$ cat src/rtl/ifu_fetch_bus.sv
// Multicycle in-order instruction fetch: one read per instruction, valid/ready
// handoff to decode, then wait for writeback's next PC before fetching again.
module ifu_fetch_bus #(
  parameter int              XLEN     = 32,
  parameter logic [XLEN-1:0] RESET_PC = 32'h80000000
) (
  input  logic            clk,
  input  logic            rst,
  output logic [XLEN-1:0] araddr,
  output logic            arvalid,
  input  logic            arready,
  input  logic [XLEN-1:0] rdata,
  input  logic [1:0]      rresp,
  input  logic            rvalid,
  output logic            rready,
  output logic [XLEN-1:0] instF,
  output logic [XLEN-1:0] pcF,
  output logic [XLEN-1:0] snpcF,
  output logic            fetch_fault,
  output logic            m_valid,
  input  logic            m_ready,
  input  logic            wb_valid,
  input  logic [XLEN-1:0] wb_dnpc
);

  typedef enum logic [1:0] {
    S_AR      = 2'd0,
    S_R       = 2'd1,
    S_OUT     = 2'd2,
    S_WAIT_WB = 2'd3
  } state_t;

  state_t          r_state;
  state_t          w_state_next;
  logic [XLEN-1:0] r_pc;
  logic [XLEN-1:0] r_inst;
  logic            r_fault;
  logic            r_pend_valid;
  logic [XLEN-1:0] r_pend_pc;
  logic            w_misaligned;

  assign w_misaligned = (r_pc[1:0] != 2'b00);

  // State and datapath registers
  always_ff @(posedge clk) begin
    if (rst) begin
      r_state      <= S_AR;
      r_pc         <= RESET_PC;
      r_inst       <= '0;
      r_fault      <= 1'b0;
      r_pend_valid <= 1'b0;
      r_pend_pc    <= '0;
    end else begin
      r_state <= w_state_next;
      case (r_state)
        S_AR: begin
          if (w_misaligned) begin
            r_inst  <= '0;
            r_fault <= 1'b1;
          end
        end
        S_R: begin
          if (rvalid) begin
            r_inst  <= rdata;
            r_fault <= (rresp != 2'b00);
          end
        end
        S_WAIT_WB: begin
          // A live pulse is newer than anything parked in pend_*.
          if (wb_valid)
            r_pc <= wb_dnpc;
          else if (r_pend_valid)
            r_pc <= r_pend_pc;
        end
        default: ;
      endcase

      // Retirements that arrive before we are waiting for them are parked,
      // including one coincident with the decode handoff.
      if (r_state != S_WAIT_WB) begin
        if (wb_valid) begin
          r_pend_valid <= 1'b1;
          r_pend_pc    <= wb_dnpc;
        end
      end else if (wb_valid || r_pend_valid) begin
        r_pend_valid <= 1'b0;
      end
    end
  end

  // Next-state logic
  always_comb begin
    w_state_next = r_state;
    case (r_state)
      S_AR:      if (w_misaligned) w_state_next = S_OUT;
                 else if (arready) w_state_next = S_R;
      S_R:       if (rvalid) w_state_next = S_OUT;
      S_OUT:     if (m_ready) w_state_next = S_WAIT_WB;
      S_WAIT_WB: if (wb_valid || r_pend_valid) w_state_next = S_AR;
      default:   w_state_next = S_AR;
    endcase
  end

  // Output decode; handshake strobes are forced low while reset is held.
  always_comb begin
    arvalid     = ~rst & (r_state == S_AR) & ~w_misaligned;
    rready      = ~rst & (r_state == S_R);
    m_valid     = ~rst & (r_state == S_OUT);
    araddr      = r_pc;
    pcF         = r_pc;
    snpcF       = r_pc + XLEN'(4);
    instF       = r_inst;
    fetch_fault = r_fault;
  end

endmodule

$ cat config.mk
export PLATFORM = sky130hd
export DESIGN_NAME = ifu_fetch_bus
export DESIGN_NICKNAME = d
export VERILOG_FILES = /design/src/rtl/ifu_fetch_bus.sv
export SDC_FILE = /design/constraint.sdc
export NUM_CORES = 1
export LEC_CHECK = 0
export BUFFER_PORTS_ARGS = -buffer_cell sky130_fd_sc_hd__buf_2
export CAP_MARGIN = 20
export CORE_ASPECT_RATIO = 1.1
export CORE_MARGIN = 2
export CORE_UTILIZATION = 45
export CTS_BUF_LIST = sky130_fd_sc_hd__clkbuf_8
export CTS_CLUSTER_DIAMETER = 60
export CTS_CLUSTER_SIZE = 30
export DETAILED_ROUTE_END_ITERATION = 12
export PLACE_DENSITY = 0.89
export SLEW_MARGIN = 20
export SYNTH_ARGS = -nofsm -noshare
export SYNTH_HDL_FRONTEND = slang
export SYNTH_SLANG_ARGS = --single-unit
$ cat constraint.sdc
create_clock -name clk -period 2 [get_ports clk]
set_clock_uncertainty 0.05 [all_clocks]
set_input_delay 0.4 -clock clk [delete_from_list [all_inputs] [get_ports clk]]
set_output_delay 0.4 -clock clk [all_outputs]
set_load 0.02 [all_outputs]
== Yosys cells after proc, flatten, opt, wreduce, memory -nomap -nowiden ==
Index checks and enable logic that the tools add are counted.

* Logic and storage cells: 52
* Register bits: 100
* Output and inout bits: 132
* Input port bits: 72

* Equal/unequal tests: 10
* Add/sub/neg operators: 1
* Mux-type cells: 17
* Bitwise operators: 6
* Reduce and logical (&&, ||, !) cells: 12

{| class="wikitable"
|+ Operators with widths
! cell !! count
|-
| 2-to-1 mux 32 bit || 4
|-
| one-hot mux 32 bit (2 select lines) || 1
|-
| adder 32 x 3 -> 32 bit, second input constant || 1
|-
| inequality test 2 bit, second input constant || 6
|-
| 2-to-1 mux 2 bit || 5
|-
| nonzero test 2 bit || 5
|-
| one-hot mux 2 bit (4 select lines) || 1
|-
| AND reduction 2 bit || 3
|-
| 2-to-1 mux 1 bit || 5
|-
| bitwise AND 1 bit || 4
|-
| == test 2 bit, second input constant || 2
|-
| AND reduction 4 bit || 1
|-
| inequality test 3 bit, second input constant || 1
|-
| AND reduction 3 bit || 1
|-
| == test 2 x 1 -> 1 bit, second input constant || 1
|-
| zero test 2 bit || 1
|-
| NOT 1 bit || 2
|-
| one-hot mux 1 bit (2 select lines) || 1
|-
| logical OR 1 bit || 1
|}

== Longest topological paths before layout ==
* Depth in word-level cells: 3
* Gate-level depth with buffers: 8
* Gate-level depth less buffers: 6

== Worst setup path before layout ==
OpenSTA, ideal clock, no wires.

* Path type: register to output
* From: register r_pc[2], in the netlist araddr[2]
* To: output snpcF[26]
* Stages on the path, launching flop included: 6
* Required time: 1550 ps
* Setup slack: -393 ps
* Path buffers: 0
* Data arrival time: 1943 ps
* Cell sequence: dfxtp_1 ha_1 and4_1 nand4_4 nor4_1 xor2_1

* Word-level cells in the longest chain between the ends: 1

{| class="wikitable"
|+ RTL lines
! item !! RTL line !! source
|-
| start: declaration || 35 || <nowiki>logic [XLEN-1:0] r_pc;</nowiki>
|-
| start signal: assignment || 71 || <nowiki>r_pc <= wb_dnpc;</nowiki>
|-
| start signal: assignment || 73 || <nowiki>r_pc <= r_pend_pc;</nowiki>
|-
| adder 32 x 3 -> 32 bit || 111 || <nowiki>snpcF = r_pc + XLEN'(4);</nowiki>
|-
| end: declaration || 18 || <nowiki>output logic [XLEN-1:0] snpcF,</nowiki>
|}

Every way passes these cells.

== Worst setup path in the final report ==
* From: register r_pc[3], in the netlist araddr[3]
* To: output snpcF[22]

Same word-level chain as after synthesis.

==> summary.txt <==
Yosys
  • Sequential fraction of the synthesis area: 42.35%
  • Flops & latches, synth: 100
  • Post-synth EDFFs: 0
  • Yosys cell types: 36
  • Post-synthesis cell area: 4727 um2
  • Synth Instances: 550
  • Post-synth ARST share: 0%
  • Yosys warnings: 0
  • Post-Synthesis Net Count: 628
  • Ys flop type: dfxtp_1
  • Syn_area_per_cell: 8.595 um2

STA
  • Tmin final: 2482 ps
  • Final period util: 124.1%
  • Max frequency: 403.0 MHz
  • RSZ-0062 raised after global routing: true
  • Worst setup margin: -481.5 ps
  • Slew Limit Fails: 0
  • Final Hold Viols: 0
  • Slew margin rel.: 69.49%
  • Worst-margin pin slew: 451.4 ps
  • Final Setup Violations: 20
  • Setup_tns: -5696 ps

Route
  • Number of routed nets with antenna violations: 0
  • Initial DRC Count: 208
  • DRC errors left: 0
  • Routed via count: 4,509
  • Drt wl/cell: 14.36 um
  • Routed WL: 12,890 um
  • Vias/cell: 5.021
  • Pre-antenna DRT Iters: 4

Final layout
  • N_diodes: 0
  • Area grow syn2layout: 41.87%
  • Commonest non-fill, non-tap cells in the layout: 177 x buf_2, 80 x dfxtp_1, 74 x nand2_1, 70 x nor2_1, 64 x buf_4
  • Final #Nets: 828
  • Share of cells above drive strength 1: 45.30%
  • Most common cell after layout, fill and taps aside: buf_2
  • Fin area: 6706 um2

Clock tree
  • CTS tree: yes
  • Num CTS Buffers: 9
  • Worst skew pair latency: 350 ps
  • Root Buffer: clkbuf_8
  • Clk slew on worst S/H paths: 90 ps
  • CTS Buffer Depth: 2
  • CTS H-tree depth: 3
  • # clock sinks: 100
  • Hold buffer count at CTS: 0

Placed design
  • DP Area: 6165 um2
  • Dpl hpwl: 9036 um
  • Worst slack, placed: -129.7 ps
  • Gpl congestion: 0.7881
  • I/O Buffers: 203

Worst setup path
  • Critical Path End Type: output pin
  • CP Max Fanout: 6
  • Worst Setup Start Kind: register
  • Worst Path Arrival: 2030 ps
  • Data required, critical path: 1550 ps
  • Critical path type: reg -> out

GRT
  • Total GRT Usage: 22.48%
  • Vias in the first global route: 4,251
  • Initial antenna violation count: 0
  • Largest net degree at the start of global routing: 78
  • Global-route wire length before repair: 20,640 um
  • Global route overflow: 0

Floorplanning
  • Cell Rows: 39
  • Initial core utilization: 45.91%
  • IO Count: 204
  • Die Span X: 101.7 um
  • CORE AREA: 10,300 um2
  • Die H: 111.5 um
  • Die Area: 11,340 um2

Run status
  • Status: complete, but fails checks
  • Failing checks: negative setup slack

Hold path
  • Hold Path Class: in -> reg

Power
  • Total power: 5.945 mW
  • Peak supply drop: 0.8787 mV
  • Power Density: 886.5 nW/um2
  • Leak: 3.343 nW

Job
  • Max-cap viol count: 0
path summary, 6_finish.rpt:
| kind | cells past startpoint | slack, ps | to | from |
|---|---|---|---|---|
| setup / recovery | 8 | -480 | snpcF[22] | araddr[3] |
| hold / removal | 3 | 230 | r_pend_pc[25] | wb_dnpc[25] |
| setup reg to reg | 6 | 220 | r_state[1] | r_state[0] |
| hold reg to reg | 2 | 410 | r_pend_pc[22] | r_pend_pc[22] |
Yosys cell counts, types with 2 or more instances:
library cell    n  area (um2)
a21oi_1        35       175.2
buf_4          35       262.8
inv_1           7       26.28
buf_2           8       40.04
a211oi_1       32       240.2
nand2b_1        3       18.77
nand3_2         2       20.02
nor4_1          5       31.28
mux2i_1        34       340.3
nand4_1         5       31.28
xor2_1         17       148.9
nor2b_1         5       31.28
a22oi_1        32       240.2
buf_1           6       22.52
nor3_1          7       35.03
xnor2_1        11       96.34
nor4_2          4       50.05
nand2_1        75       281.5
and4_1          3       26.28
clkbuf_1       23       86.33
and3_1          4       25.02
nand3_1         8       40.04
ha_1            6       75.07
dfxtp_1       100        2002
nor2_1         72       270.3
power by group:
group / internal (mW) / switching [mW] / leakage, nW
clock network: 0.549 / 0.661 / 0.0958
logic: 0.903 / 1.44 / 2.42
registers: 2.24 / 0.149 / 0.827
total: 3.69 / 2.25 / 3.34
routing by layer:
layer | vias up | global-route usage [%] | share of wire [%]
met4 | 0 | 7.928 | 2.1
li1 | 2254 | - | -
met3 | 21 | 5.085 | 5.9
met2 | 169 | 38.73 | 50
met5 | - | 0 | 0
met1 | 2065 | 27.13 | 42
registers in the layout, indices dropped and copies added, names as in the netlist:
name          count
r_pend_pc        32
r_pend_valid      1
r_state           2
araddr           32
instF            32
fetch_fault       1
through the flow:
step	util, %	instances	hold slack [ps]
floorplan	-	550	385.7
global placement	59.87	871	385.8
detailed placement	59.87	871	395.6
CTS	64.08	893	213.8
global route	65.14	898	217.1
finish	65.14	898	233.8
final cells by class:
| class | instances | area, um2 |
|---|---|---|
| tap | 143 | 178.9 |
| sequential | 100 | 2049 |
| inverter | 7 | 26.28 |
| multi-input combinational | 371 | 2619 |
| timing repair buffer | 261 | 1644 |
| fill | 799 | 3590 |
| clock inverter | 4 | 23.77 |
| clock buffer | 12 | 165.2 |
repair_timing:
| item | 4_1_cts | 5_1_grt |
|---|---|---|
| buffers inserted | 6 | 6 |
| setup endpoints to repair | 23 | 25 |
| gates resized for setup | 45 | 20 |
| pin swaps | 20 | 12 |
| gates cloned | 0 | 0 |
critical path: stages, from the launching register on:
cell and delay [ps]:
dfxtp_4 370, ha_4 130, and4_4 250, nand4_4 130
buf_12 180, buf_6 120, nor3_4 190, xor2_2 180
buf_6 140
logic make-up after synthesis:
group	Yosys count	synth area share (%)
adder cells (fa/ha/maj)	6	1.588
AO/OA/AOI/OAI	104	14.80
buffers and inverters	79	9.264
XOR/XNOR	28	5.188
AND/OR/NAND/NOR	199	19.61
multiplexers	34	7.200
flip-flops	100	42.35
Note: power is estimated with default switching activity, not from simulation.
